===== config.mk =====
export PLATFORM = sky130hd
export DESIGN_NAME = board_level_data_receiver
export DESIGN_NICKNAME = d
export VERILOG_FILES = /design/src/rtl/board_level_data_receiver_pkg.sv /design/src/rtl/board_level_data_receiver_crc8.sv /design/src/rtl/board_level_data_receiver.sv
export SDC_FILE = /design/constraint.sdc
export NUM_CORES = 1
export LEC_CHECK = 0
export CORE_MARGIN = 5
export CORE_UTILIZATION = 65
export DETAILED_ROUTE_END_ITERATION = 7
export DONT_BUFFER_PORTS = 1
export PLACE_DENSITY = 0.83
export SYNTH_ARGS = -nofsm -noshare
export SYNTH_HDL_FRONTEND = slang
export SYNTH_SLANG_ARGS = --single-unit

===== constraint.sdc =====
create_clock -name clk -period 3.7 [get_ports clk]
set_input_delay 0.555 -clock clk [delete_from_list [all_inputs] [get_ports clk]]
set_output_delay 0.555 -clock clk [all_outputs]
set_load 0.01 [all_outputs]

===== src/rtl/board_level_data_receiver_pkg.sv =====
// Shared encodings for the board-level stream link (receiver and transmitter).
package board_level_data_receiver_pkg;

  localparam int SYM_WIDTH  = 6;
  localparam int BYTE_WIDTH = 8;

  typedef enum logic {
    RX_IDLE = 1'b0,
    RX_DATA = 1'b1
  } rx_state_e;

  localparam logic [1:0] PHASE_0 = 2'd0;
  localparam logic [1:0] PHASE_1 = 2'd1;
  localparam logic [1:0] PHASE_2 = 2'd2;
  localparam logic [1:0] PHASE_3 = 2'd3;

endpackage


===== src/rtl/board_level_data_receiver_crc8.sv =====
// Combinational single-byte step of CRC-8/MAXIM (reflected poly 0x31, LSB first).
module crc8_maxim (
  input  logic [7:0] last_crc,
  input  logic [7:0] data,
  output logic [7:0] crc
);

  logic [7:0] w_c;

  always_comb begin
    w_c = last_crc ^ data;
    for (int i = 0; i < 8; i++) begin
      w_c = w_c[0] ? ((w_c >> 1) ^ 8'h8C) : (w_c >> 1);
    end
    crc = w_c;
  end

endmodule


===== src/rtl/board_level_data_receiver.sv =====
// Reassembles 6-bit symbols into bytes, withholds the trailing CRC byte and
// reports a per-frame CRC-8/MAXIM verdict on frame_end.
module board_level_data_receiver
  import board_level_data_receiver_pkg::*;
(
  input  logic                  clk,
  input  logic                  rst,
  input  logic                  sym_frame_start,
  input  logic                  sym_frame_end,
  input  logic                  sym_valid,
  input  logic [SYM_WIDTH-1:0]  sym_data,
  output logic                  frame_start,
  output logic [BYTE_WIDTH-1:0] data,
  output logic                  data_valid,
  output logic                  frame_end,
  output logic                  crc_error,
  output logic                  busy
);

  rx_state_e             r_state, w_state_nxt;
  logic [1:0]            r_phase, w_phase_nxt;
  logic [SYM_WIDTH-1:0]  r_resid, w_resid_nxt;
  logic [BYTE_WIDTH-1:0] r_held_byte, w_held_byte_nxt;
  logic                  r_held_valid, w_held_valid_nxt;
  logic [BYTE_WIDTH-1:0] r_crc, w_crc_nxt;

  logic                  r_frame_start, w_frame_start;
  logic [BYTE_WIDTH-1:0] r_data, w_data;
  logic                  r_data_valid, w_data_valid;
  logic                  r_frame_end, w_frame_end;
  logic                  r_crc_error, w_crc_error;

  logic [BYTE_WIDTH-1:0] w_crc_upd;
  logic [BYTE_WIDTH-1:0] w_asm_byte;
  logic [SYM_WIDTH-1:0]  w_asm_resid;
  logic                  w_asm_done;
  logic                  w_close_err;

  crc8_maxim u_crc (
    .last_crc (r_crc),
    .data     (r_held_byte),
    .crc      (w_crc_upd)
  );

  // Candidate assembler step for the current symbol; only committed when accepted.
  always_comb begin
    w_asm_byte  = '0;
    w_asm_resid = '0;
    w_asm_done  = 1'b0;
    case (r_phase)
      PHASE_0: w_asm_resid = sym_data;
      PHASE_1: begin
        w_asm_byte  = {r_resid[5:0], sym_data[5:4]};
        w_asm_resid = {2'b00, sym_data[3:0]};
        w_asm_done  = 1'b1;
      end
      PHASE_2: begin
        w_asm_byte  = {r_resid[3:0], sym_data[5:2]};
        w_asm_resid = {4'b0000, sym_data[1:0]};
        w_asm_done  = 1'b1;
      end
      default: begin
        w_asm_byte  = {r_resid[1:0], sym_data[5:0]};
        w_asm_resid = '0;
        w_asm_done  = 1'b1;
      end
    endcase
  end

  // Close verdict: CRC byte present and matching, legal phase, zero padding.
  always_comb begin
    w_close_err = !r_held_valid || (r_held_byte != r_crc) || (r_phase == PHASE_1);
    if (r_phase == PHASE_2 && r_resid[3:0] != 4'd0) w_close_err = 1'b1;
    if (r_phase == PHASE_3 && r_resid[1:0] != 2'd0) w_close_err = 1'b1;
  end

  always_comb begin
    w_state_nxt      = r_state;
    w_phase_nxt      = r_phase;
    w_resid_nxt      = r_resid;
    w_held_byte_nxt  = r_held_byte;
    w_held_valid_nxt = r_held_valid;
    w_crc_nxt        = r_crc;
    w_frame_start    = 1'b0;
    w_frame_end      = 1'b0;
    w_crc_error      = 1'b0;
    w_data_valid     = 1'b0;
    w_data           = '0;

    case (r_state)
      RX_IDLE: begin
        if (sym_frame_start) begin
          w_state_nxt      = RX_DATA;
          w_frame_start    = 1'b1;
          w_phase_nxt      = PHASE_0;
          w_resid_nxt      = '0;
          w_held_valid_nxt = 1'b0;
          w_crc_nxt        = '0;
        end
      end
      RX_DATA: begin
        if (sym_frame_start) begin
          // Abort: close the current frame as bad and open a fresh one.
          w_frame_end      = 1'b1;
          w_crc_error      = 1'b1;
          w_frame_start    = 1'b1;
          w_phase_nxt      = PHASE_0;
          w_resid_nxt      = '0;
          w_held_valid_nxt = 1'b0;
          w_crc_nxt        = '0;
        end else if (sym_frame_end) begin
          w_frame_end = 1'b1;
          w_crc_error = w_close_err;
          w_state_nxt = RX_IDLE;
        end else if (sym_valid) begin
          w_phase_nxt = r_phase + 2'd1;
          w_resid_nxt = w_asm_resid;
          if (w_asm_done) begin
            if (r_held_valid) begin
              w_data_valid = 1'b1;
              w_data       = r_held_byte;
              w_crc_nxt    = w_crc_upd;
            end
            w_held_byte_nxt  = w_asm_byte;
            w_held_valid_nxt = 1'b1;
          end
        end
      end
    endcase
  end

  always_ff @(posedge clk) begin
    if (rst) begin
      r_state       <= RX_IDLE;
      r_phase       <= PHASE_0;
      r_resid       <= '0;
      r_held_byte   <= '0;
      r_held_valid  <= 1'b0;
      r_crc         <= '0;
      r_frame_start <= 1'b0;
      r_data        <= '0;
      r_data_valid  <= 1'b0;
      r_frame_end   <= 1'b0;
      r_crc_error   <= 1'b0;
    end else begin
      r_state       <= w_state_nxt;
      r_phase       <= w_phase_nxt;
      r_resid       <= w_resid_nxt;
      r_held_byte   <= w_held_byte_nxt;
      r_held_valid  <= w_held_valid_nxt;
      r_crc         <= w_crc_nxt;
      r_frame_start <= w_frame_start;
      r_data        <= w_data;
      r_data_valid  <= w_data_valid;
      r_frame_end   <= w_frame_end;
      r_crc_error   <= w_crc_error;
    end
  end

  assign frame_start = r_frame_start;
  assign data        = r_data;
  assign data_valid  = r_data_valid;
  assign frame_end   = r_frame_end;
  assign crc_error   = r_crc_error;
  assign busy        = (r_state == RX_DATA);

endmodule


==> reports/qor.txt <==
outcome: completed
clock skew: 0.0126 ns
total power: 0.793 mW
internal power: 0.648 mW
DRC: 0
largest area contributor in the netlist: dfxtp_1
Die H: 62.0 um
FF-to-FF Start: r_phase[0]$_SDFFE_PP0P_
# fillers: 187
nets@finish: 198
Port Buffers: 0
Area contributors post-synth: dfxtp_1 (43%), a22oi_1 (7.7%), nor2_1 (7.7%), xnor2_1 (6.5%), a211oi_1 (3.4%)
final antenna diode count: 0
power per cell area: 429 mW/mm2
Post-synth EDFFs: 0
Tot GR Track Use: 19.5%
worst path cell trace: inv_1 > ha_1 > nor3b_1 > nand2_1 > nor2_1 > nand3_1 > o211ai_1
area of the core: 0.00252 mm2
crit path from: r_phase[0]$_SDFFE_PP0P_
Synth Register Bits: 38
CP max-delay cell: nor2_1
NetSw: 0.145 mW
Tcrit/Tclk final: 52.0%
initial antenna violation count: 0
Placed Area: 0.00174 mm2
final-report setup violation count: 0
WL final: 3330 um
die footprint: 0.00384 mm2
max-cap viol count: 0
H-tree depth: 2
die width: 62.0 um
TNS Setup: 0 ns
Tmin final: 1.92 ns
syn avg cell area: 9.29 um2
Hold WC Path Type: in2reg
Synth top area share: 43.3%
switching power share of the total: 18.3%
clk sinks: 38
FP Rows: 18
Max clock buf depth: 2
Synth top cells by count: dfxtp_1 (38), nor2_1 (36), a22oi_1 (18)
Synth Area in Simple Gates: 17.1%
Max Freq: 520 MHz
WP data required: 3.98 ns
Clock power frac: 45.3%
post-detail-place hpwl: 2450 um
CTS buffer count: 5
Main synth FF type: dfxtp_1
via count: 1,290
WS Path Type: reg2reg
slew margin rel.: 62.6%
cell count after synthesis: 189
final hold violations: 0
Max FO, Critical Path: 11
Detailed Routing Iterations Pass 1: 4
Vias/cell: 6.03
combinational family with the most area after synthesis: compound AO/OA/AOI/OAI gates
RSZ-0062 raised after global routing: no
VDD IR max: 440 uV
CTS Hold Buffers Added: 0
initial core utilization: 69.6%
Root Buffer Master: clkbuf_4
largest net degree at the start of global routing: 30
startpoint types: flip-flop
layout cells sized above 1: 8.15%
Post-Syn Area: 0.00176 mm2
clk slew on worst S/H paths: 0.12 ns
wire per inst: 15.5 um
Final Max Tran Viols: 0
worst hold start: rst
clk_lat worst skew: 0.34 ns
xor and xnor area share after synthesis: 12.9%
fin area: 0.00185 mm2
critical path arrival: 2.20 ns
mux share of post-synthesis cell area: 0%
Post-synth ARST share: 0%
Lkg Pwr: 0.655 nW
CP peak stage delay: 0.45 ns
vias in the first global route: 1,245
total gr overflow: 0
unique cell type count in the Yosys netlist: 37
routability cong.: 0.864
sequential area share after synthesis: 43.3%
actual slew at the worst max-slew pin: 0.559 ns
num ports: 24
Yosys warnings: 0
syn nets: 204
post-synthesis adder-cell area fraction: 2.85%
first-pass GRT wire length: 5530 um
antenna viol nets, final: 0
Worst Setup End Kind: flip-flop
Synth Area in Compound Gates: 19.7%
Area growth, synth to finish: 5.27%
worst setup margin: 1.78 ns
Place WS: 1.80 ns
most frequent cell after synthesis: dfxtp_1
CTS tree: done
Iter 0 DRT Violations: 51
Post-CTS Setup Inserts: 0
post_cts resized: 0
Comb power frac: 2.2%
Reg power frac: 52.5%
## through the flow
step | util, % | hold WS, ns | instances
finish | 73.3 | 0.273 | 214
global route | 73.3 | 0.251 | 214
CTS | 73.3 | 0.262 | 214
detailed placement | 68.8 | 0.490 | 206
global placement | 68.8 | 0.473 | 206
floorplan | - | 0.454 | 189
## cell type report
class                   count  area [um2]  share of cell area (%)
well taps                  30        37.5                    2.03
clock inverters             2        60.1                    3.25
inverters                   4        15.0                   0.812
clock buffers               6        51.3                    2.78
flip-flops and latches     38         761                    41.2
multi-input cells         134         923                    50.0
## critical path: cells and delay by family, from the launching register on
| family | cells | cell delay [ns] |
|---|---|---|
| DFF | 1 | 0.41 |
| adders and majority gates | 1 | 0.30 |
| buffers and inverters | 1 | 0.09 |
| AOI/OAI and AO/OA | 1 | 0.12 |
| and+or+nand+nor | 4 | 0.94 |
## flip-flops by register name, indices dropped and copies added (netlist names)
signal        cells
crc_error         1
frame_start       1
r_resid           6
r_phase           2
r_held_valid      1
data              8
r_crc             8
busy              1
r_held_byte       8
data_valid        1
frame_end         1
## kinds of logic after synthesis
logic type               count (synthesis)
AND/OR/NAND/NOR                         62
adder cells (fa/ha/maj)                  4
XOR/XNOR                                20
flip-flops                              38
AO/OA/AOI/OAI                           48
buffers and inverters                   17
## routing by layer
metal / share of wire [%] / GRT usage, % / up-vias
met5: 0 / 0 / -
met4: 2.2 / 8.18 / 0
met3: 6.3 / 6.61 / 10
met2: 48 / 32.2 / 35
met1: 43 / 23.0 / 598
li1: - / - / 647
## cell usage in the layout, fill, tap and decap left out, types with 3 or more instances in the layout
cell,n
ha_1,4
and2_1,9
nand4_1,3
nor3_1,3
inv_1,4
xnor2_2,3
clkbuf_4,5
a22oi_1,18
nor2_1,36
a21oi_1,10
a211oi_1,8
dfxtp_1,38
xnor2_1,13
## final timing paths
kind | end | slack, ns | cells past startpoint
max | r_crc[2]$_SDFFE_PP0P_ | 1.78 | 7
max reg2reg | r_crc[2]$_SDFFE_PP0P_ | 1.78 | 7
min reg2reg | r_resid[4]$_SDFFE_PP0P_ | 0.51 | 2
min | r_crc[4]$_SDFFE_PP0P_ | 0.27 | 1
## power groups by stage
stage / Clock, mW / Combinational [mW] / Sequential (mW)
global placement: 0 / 0.0167 / 0.425
CTS: 0.367 / 0.0173 / 0.416
finish: 0.359 / 0.0175 / 0.416
floorplan: 0 / 0.0204 / 0.425
global route: 0.387 / 0.0196 / 0.417
detailed placement: 0 / 0.0172 / 0.426
(Power assumes the default switching activity.)
